`config.mk`:
```
export PLATFORM = sky130hd
export DESIGN_NAME = serial_mag_compare_ctrl_flat
export DESIGN_NICKNAME = d
export VERILOG_FILES = /design/src/rtl/serial_mag_compare_ctrl_if.sv /design/src/rtl/serial_mag_compare_ctrl.sv /design/src/flat_wrapper.sv
export SDC_FILE = /design/constraint.sdc
export NUM_CORES = 1
export LEC_CHECK = 0
export ABC_AREA = 1
export CAP_MARGIN = 30
export CORE_MARGIN = 2
export CORE_UTILIZATION = 52
export CTS_CLUSTER_DIAMETER = 150
export CTS_CLUSTER_SIZE = 8
export DETAILED_ROUTE_END_ITERATION = 7
export PLACE_DENSITY = 0.79
export REMOVE_ABC_BUFFERS = 1
export SETUP_SLACK_MARGIN = 0.15
export SYNTH_ARGS = -nofsm -noshare
export SYNTH_HDL_FRONTEND = slang
export SYNTH_SLANG_ARGS = --single-unit
export TNS_END_PERCENT = 5
```
`constraint.sdc`:
```
create_clock -name clk -period 1.67 [get_ports clk]
set_input_delay 0.501 -clock clk [delete_from_list [all_inputs] [get_ports clk]]
set_output_delay 0.501 -clock clk [all_outputs]
set_load 0.005 [all_outputs]
```
`src/rtl/serial_mag_compare_ctrl_if.sv`:
```
// Request/result bundle for the bit-serial magnitude comparator controller.
interface serial_mag_compare_ctrl_if #(
  parameter int unsigned WIDTH = 8
);
  logic             start;
  logic [WIDTH-1:0] a;
  logic [WIDTH-1:0] b;
  logic             busy;
  logic             done;
  logic             g;
  logic             e;
  logic             l;

  modport master (
    output start, a, b,
    input  busy, done, g, e, l
  );

  modport slave (
    input  start, a, b,
    output busy, done, g, e, l
  );
endinterface

```
`src/rtl/serial_mag_compare_ctrl.sv`:
```
// Bit-serial MSB-first magnitude comparator controller with early exit and
// a registered one-hot g/e/l result plus a one-cycle done pulse.
module serial_mag_compare_ctrl #(
  parameter int unsigned WIDTH = 8
) (
  input  logic                     clk,
  input  logic                     rst,
  serial_mag_compare_ctrl_if.slave bus
);
  localparam int unsigned CntW = $clog2(WIDTH);

  typedef enum logic [1:0] {StIdle, StCompare, StDone} state_t;

  state_t            state;
  logic [WIDTH-1:0]  sa;
  logic [WIDTH-1:0]  sb;
  logic [CntW-1:0]   cnt;
  logic              busy_r;
  logic              done_r;
  logic [2:0]        gel;

  always_ff @(posedge clk or posedge rst) begin
    if (rst) begin
      state  <= StIdle;
      sa     <= '0;
      sb     <= '0;
      cnt    <= '0;
      busy_r <= 1'b0;
      done_r <= 1'b0;
      gel    <= 3'b000;
    end else begin
      case (state)
        StIdle: begin
          done_r <= 1'b0;
          if (bus.start) begin
            sa     <= bus.a;
            sb     <= bus.b;
            cnt    <= CntW'(WIDTH - 1);
            busy_r <= 1'b1;
            state  <= StCompare;
          end
        end
        StCompare: begin
          // Only the MSB pair is examined; equal bits shift the next pair up.
          if (sa[WIDTH-1] == sb[WIDTH-1]) begin
            if (cnt != '0) begin
              sa  <= sa << 1;
              sb  <= sb << 1;
              cnt <= cnt - 1'b1;
            end else begin
              gel    <= 3'b010;
              done_r <= 1'b1;
              state  <= StDone;
            end
          end else begin
            gel    <= sa[WIDTH-1] ? 3'b100 : 3'b001;
            done_r <= 1'b1;
            state  <= StDone;
          end
        end
        StDone: begin
          done_r <= 1'b0;
          busy_r <= 1'b0;
          state  <= StIdle;
        end
        default: begin
          done_r <= 1'b0;
          busy_r <= 1'b0;
          state  <= StIdle;
        end
      endcase
    end
  end

  assign bus.busy = busy_r;
  assign bus.done = done_r;
  assign bus.g    = gel[2];
  assign bus.e    = gel[1];
  assign bus.l    = gel[0];
endmodule

```
`src/flat_wrapper.sv`:
```
// flat-port wrapper written by rule: the top's interface ports become plain ports
module serial_mag_compare_ctrl_flat 
#(
  parameter int unsigned WIDTH = 8
)
  (clk, rst, bus_start, bus_a, bus_b, bus_busy, bus_done, bus_g, bus_e, bus_l);
  serial_mag_compare_ctrl_if #(.WIDTH(WIDTH)) bus_i ();
  input  logic clk;
  input  logic rst;
  input wire logic [$bits(bus_i.start)-1:0] bus_start;
  input wire logic [$bits(bus_i.a)-1:0] bus_a;
  input wire logic [$bits(bus_i.b)-1:0] bus_b;
  output wire logic [$bits(bus_i.busy)-1:0] bus_busy;
  output wire logic [$bits(bus_i.done)-1:0] bus_done;
  output wire logic [$bits(bus_i.g)-1:0] bus_g;
  output wire logic [$bits(bus_i.e)-1:0] bus_e;
  output wire logic [$bits(bus_i.l)-1:0] bus_l;
  assign bus_i.start = bus_start;
  assign bus_i.a = bus_a;
  assign bus_i.b = bus_b;
  assign bus_busy = bus_i.busy;
  assign bus_done = bus_i.done;
  assign bus_g = bus_i.g;
  assign bus_e = bus_i.e;
  assign bus_l = bus_i.l;
  serial_mag_compare_ctrl #(.WIDTH(WIDTH)) u_core (.clk(clk), .rst(rst), .bus(bus_i));
endmodule
```
== Yosys cells after proc, flatten, opt, wreduce, memory -nomap -nowiden ==
Cells that the tools add are included.

* Flip-flop bits (word level): 26
* Latch bits: 0
* Memory bits (writable): 0
* Memory bits (read-only): 0
* Output and inout bits: 5
* Memories kept: 0

* Add/subtract/negate cells: 1
* Multipliers: 0
* Div/mod/pow operators: 0
* $lt $le $gt $ge: 0
* Equality and inequality tests: 7
* Shift operators: 0
* Mux-type cells: 24
* Bitwise gates (word level): 1
* Reductions and logical operators: 7

{| class="wikitable"
|+ Operators with widths
! kind !! count
|-
| $mux W8 || 6
|-
| $pmux W8 S2 || 2
|-
| $mux W3 || 6
|-
| $mux W2 || 3
|-
| $pmux W3 S2 || 1
|-
| $reduce_and A2 Y1 || 3
|-
| $mux W1 || 4
|-
| $ne A2 B1 Y1 const B || 2
|-
| $ne A2 B2 Y1 const B || 2
|-
| $pmux W2 S2 || 1
|-
| $reduce_and A4 Y1 || 1
|-
| $ne A3 B3 Y1 const B || 1
|-
| $reduce_bool A3 Y1 || 1
|-
| $sub A3 B1 Y3 const B || 1
|-
| $eq A2 B1 Y1 const B || 1
|-
| $logic_not A2 Y1 || 1
|-
| $pmux W1 S2 || 1
|-
| $reduce_bool A2 Y1 || 1
|-
| $eq A1 B1 Y1 || 1
|-
| $not A1 Y1 || 1
|}

== Longest topological paths before layout ==
Gate-level depths: netlist of the first run.

* Word-level depth: 4
* Gate-level depth with buffers: 8
* Gate-level depth less buffers: 8

== Least setup slack after synthesis of the first run ==
No wires, ideal clock.

* Path type: flip-flop to flip-flop
* Start point: reg u_core.sb[7]
* End point: reg u_core.cnt[2]
* Data arrival time: 1.101 ns
* Required time: 1.553 ns
* Path slack: 0.451 ns
* Stages on the path, launching flop included: 8
* Buffers on the path: 1
* Clock period less this slack: 1.219 ns
* Path through: dfrtp_1 -> inv_1 -> ha_1 -> nand2_1 -> nand2_1 -> buf_2 -> nand3_1 -> nand2_1

* Cells in the longest elaborated chain, start to end: 3

{| class="wikitable"
|+ Ends and longest elaborated chain
! what !! RTL line !! text
|-
| start: declaration || serial_mag_compare_ctrl.sv:16 || <nowiki>logic [WIDTH-1:0] sb;</nowiki>
|-
| start signal: assignment || serial_mag_compare_ctrl.sv:37 || <nowiki>sb <= bus.b;</nowiki>
|-
| start signal: assignment || serial_mag_compare_ctrl.sv:48 || <nowiki>sb <= sb << 1;</nowiki>
|-
| $eq A1 B1 Y1 || serial_mag_compare_ctrl.sv:45 || <nowiki>if (sa[WIDTH-1] == sb[WIDTH-1]) begin</nowiki>
|-
| $ne A2 B1 Y1 (no line) || n/a ||
|-
| $reduce_and A4 Y1 (no line) || n/a ||
|-
| end signal: assignment || serial_mag_compare_ctrl.sv:38 || <nowiki>cnt <= CntW'(WIDTH - 1);</nowiki>
|-
| end signal: assignment || serial_mag_compare_ctrl.sv:49 || <nowiki>cnt <= cnt - 1'b1;</nowiki>
|-
| end: declaration || serial_mag_compare_ctrl.sv:17 || <nowiki>logic [CntW-1:0] cnt;</nowiki>
|}

No other way between the ends.
A chain may end at the register's enable or synchronous reset.

== Final worst setup path of the first run ==
* Start point: reg u_core.busy_r, in the netlist u_core.bus.busy
* End point: out bus_busy

{| class="wikitable"
|+ RTL lines
! what !! RTL line !! text
|-
| start: declaration || serial_mag_compare_ctrl.sv:18 || <nowiki>logic busy_r;</nowiki>
|-
| start signal: assignment || serial_mag_compare_ctrl.sv:28 || <nowiki>busy_r <= 1'b0;</nowiki>
|-
| start signal: assignment || serial_mag_compare_ctrl.sv:39 || <nowiki>busy_r <= 1'b1;</nowiki>
|-
| start signal: assignment || serial_mag_compare_ctrl.sv:63 || <nowiki>busy_r <= 1'b0;</nowiki>
|-
| end: declaration || flat_wrapper.sv:13 || <nowiki>output wire logic [$bits(bus_i.busy)-1:0] bus_busy;</nowiki>
|}

No word-level cell between the ends.

==> results_dict.tcl, run 1 <==
set metrics [dict create \
    outcome "completed" \
    ios 24 \
    peakVddDrop_mv 1.15 \
    yosys.area_share.adder_pct 3.60 \
    hpwl_um 2020 \
    grt_pass1_vias 1202 \
    use_met2_pct 32.8 \
    rsz0062_at_grt "yes" \
    start_util_pct 55.6 \
    relSlewSlack_pct 77.7 \
    port_buffers 23 \
    ys_ff_latch 26 \
    synthXorXnorAreaFrac_pct 0 \
    crit_type "reg -> out" \
    final.min_clock_period_ns 1.49 \
    n_antenna_cell 0 \
    wl_um 2900 \
    cts.sinks 26 \
    overflow 0 \
    fmax_mhz 670 \
    synthDominantCellAreaShare_pct 46.8 \
    cts_buffers 3 \
    netlist_area_um2 1390 \
    synth_top_family_by_area "simple AND/OR/NAND/NOR gates" \
    dr.pass1.iters 4 \
    synth.area.top_cells "dfrtp_1, nand3_1, nand2_1" \
    hold_viol 0 \
    route.detailed.drc 0 \
    cp-end-kind "primary output" \
    grt_max_degree 27 \
    p_per_area_nw_per_um2 1860 \
    grt_pass1_wl_um 5240 \
    drive_above_1_share_pct 9.90 \
    synthCells 177 \
    num-nets-final 226 \
    cts_tree "yes" \
    cp_slowest_stage_delay_ns 0.41 \
    via_count 1246 \
    grtUsageMet3_pct 3.26 \
    required_ns 1.17 \
    crit_fanout 2 \
    synth_edf_count 0 \
    holdWs_ns 0.491 \
    finClkSkew_ns 0.00637 \
    syn_to_final_growth_pct 22.6 \
    die_x_um 55.7 \
    utilization_pct 68.1 \
    cts_root_buffer "clkbuf_4" \
    async_flop_share_pct 100 \
    yosysSeqAreaShare_pct 46.8 \
    synth_cell_types 14 \
    synth_warnings 0 \
    path_delay_family "flip-flops" \
    synthSimpleGateAreaFrac_pct 41.2 \
    numPlacedInstances 228 \
    synth_common_cells "nand2_1, nand3_1, dfrtp_1" \
    final_cells 232 \
    synth-compound-area-share_pct 0.360 \
    tightest_slew_ns 0.334 \
    p_leak_uw 0.000929 \
    synth_top_cell_by_area "dfrtp_1" \
    slew_viol_final 0 \
    via_per_inst 5.37 \
    die_height_um 55.7 \
    hold_buffers 0 \
    worstSetupStartpointType "flip-flop" \
    hold_class "reg -> reg" \
    yosysMostFrequentCell "nand2_1" \
    syn_avg_cell_area_um2 7.85 \
    gr-usage-met1_pct 28.9 \
    clk_pin_slew_worst_paths_ns 0.15 \
    grt.busiest_layer "met2" \
    dieArea_um2 3100 \
    synth_ff_type "dfrtp_1" \
    period_share_pct 89.4 \
    core_area_um2 2500 \
    wl_per_cell_um 12.5 \
    cp.arrival_ns 0.99 \
    rows 18 \
    h-tree-depth 1 \
    cap_violations 0 \
    cp_slowest_cell "dfrtp_1" \
    cp_cell_sequence "dlygate4sd2_1" \
    timing.setup.tns_ns 0 \
    place_congestion 0.775 \
    clkLatencyLatePin_ns 0.32 \
    clk_path_buf_depth 2 \
    final_antenna_net_count 0 \
    grtUsageTotal_pct 20.5 \
    antenna_found_initial 0 \
    synthMuxAreaShare_pct 0 \
    p_total_uw 3170 \
    dr.first_iter.drc_count 37 \
    crit_buf_inv 1 \
    finalSetupViolCount 0 \
]
what timing repair did:
| item | 4_1_cts | 5_1_grt |
|---|---|---|
| buffers inserted | 0 | 0 |
| pin swaps | 0 | 0 |
| endpoints found under the setup margin | 5 | 22 |
| resized for setup | 5 | 2 |
sequential cells by signal, summed over array words and instances, names as in the netlist:
signal	count
u_core.sa	8
u_core.sb	8
u_core.cnt	3
u_core.gel	3
u_core.state	2
u_core.bus.busy	1
u_core.bus.done	1
area by class of cell:
class,count,area [µm²]
Clock buffer,3,22.5
Sequential cell,26,652
Inverter,11,41.3
Timing Repair Buffer,32,293
Multi-Input combinational cell,129,627
Fill cell,201,797
Clock inverter,1,30.0
Tap cell,30,37.5
cell families (layout without fill, tap and decap cells):
kind of cell / after synthesis / after routing
DFF: 26 / 26
buffers and inverters: 22 / 47
and+or+nand+nor: 124 / 124
AOI/OAI and AO/OA: 1 / 1
adders and majority gates: 4 / 4
per-layer routing:
layer,up-vias,part of all wire [%]
met2,40,46
met4,0,0.52
met1,583,48
met3,2,5.2
li1,621,-
met5,-,0
through the flow:
stage | setup WS, ns | cell area (µm²)
finish | 0.177 | 1700
global route | 0.127 | 1700
CTS | 0.161 | 1700
detailed placement | 0.0358 | 1650
global placement | 0.0736 | 1650
floorplan | 0.0865 | 1320
final timing paths:
check | startpoint | to | slack, ns | depth (start not counted)
setup / recovery | u_core.bus.busy | bus_busy | 0.18 | 1
hold / removal | u_core.gel[2] | u_core.gel[2] | 0.49 | 2
setup reg to reg | u_core.sb[7] | u_core.gel[1] | 0.27 | 8
hold reg to reg | u_core.gel[2] | u_core.gel[2] | 0.49 | 2
max in group asynchronous | rst | u_core.state[0] | 0.89 | 3
min in group asynchronous | rst | u_core.gel[0] | 0.51 | 3
layout by cell type (no fill, tap or decap), types with 2 or more instances in the layout:
| cell | synthesis | final |
|---|---|---|
| nand2_1 | 66 | 66 |
| nand3_1 | 52 | 52 |
| dfrtp_1 | 26 | 25 |
| clkdlybuf4s50_1 | 0 | 18 |
| inv_1 | 9 | 9 |
| buf_4 | 1 | 9 |
| ha_1 | 4 | 4 |
| dlygate4sd2_1 | 0 | 4 |
| clkbuf_4 | 0 | 3 |
| inv_2 | 2 | 2 |
| nand2_4 | 2 | 2 |
| nand4_1 | 2 | 2 |
report_power, final:
part,switching [µW],total (µW),internal (µW),leakage [µW]
Combinational,973,1610,635,0.000581
Sequential,202,1130,931,0.000320
Clock,187,430,242,0.0000279
Total,1360,3170,1810,0.000929
worst reg2reg max path: stages, from the launching register on:
cell and delay (ns):
dfrtp_1 0.41, inv_1 0.06, ha_1 0.31, nand2_1 0.10, nand2_1 0.07, buf_4 0.18
inv_1 0.11, nand2_1 0.06, nand2_1 0.06
(Power assumes the default switching activity.)
==> run 2: changes to the inputs <==
- CTS_CLUSTER_SIZE: 8 -> default
==> results of run 2 <==
Same layout as run 1: the final DEF is identical, and so are final timing and power.
==> run 3: changes to the inputs <==
- ABC_CLOCK_PERIOD_IN_PS: default -> 1670
==> results of run 3 <==
Same layout as run 1: the final DEF is identical, and so are final timing and power.
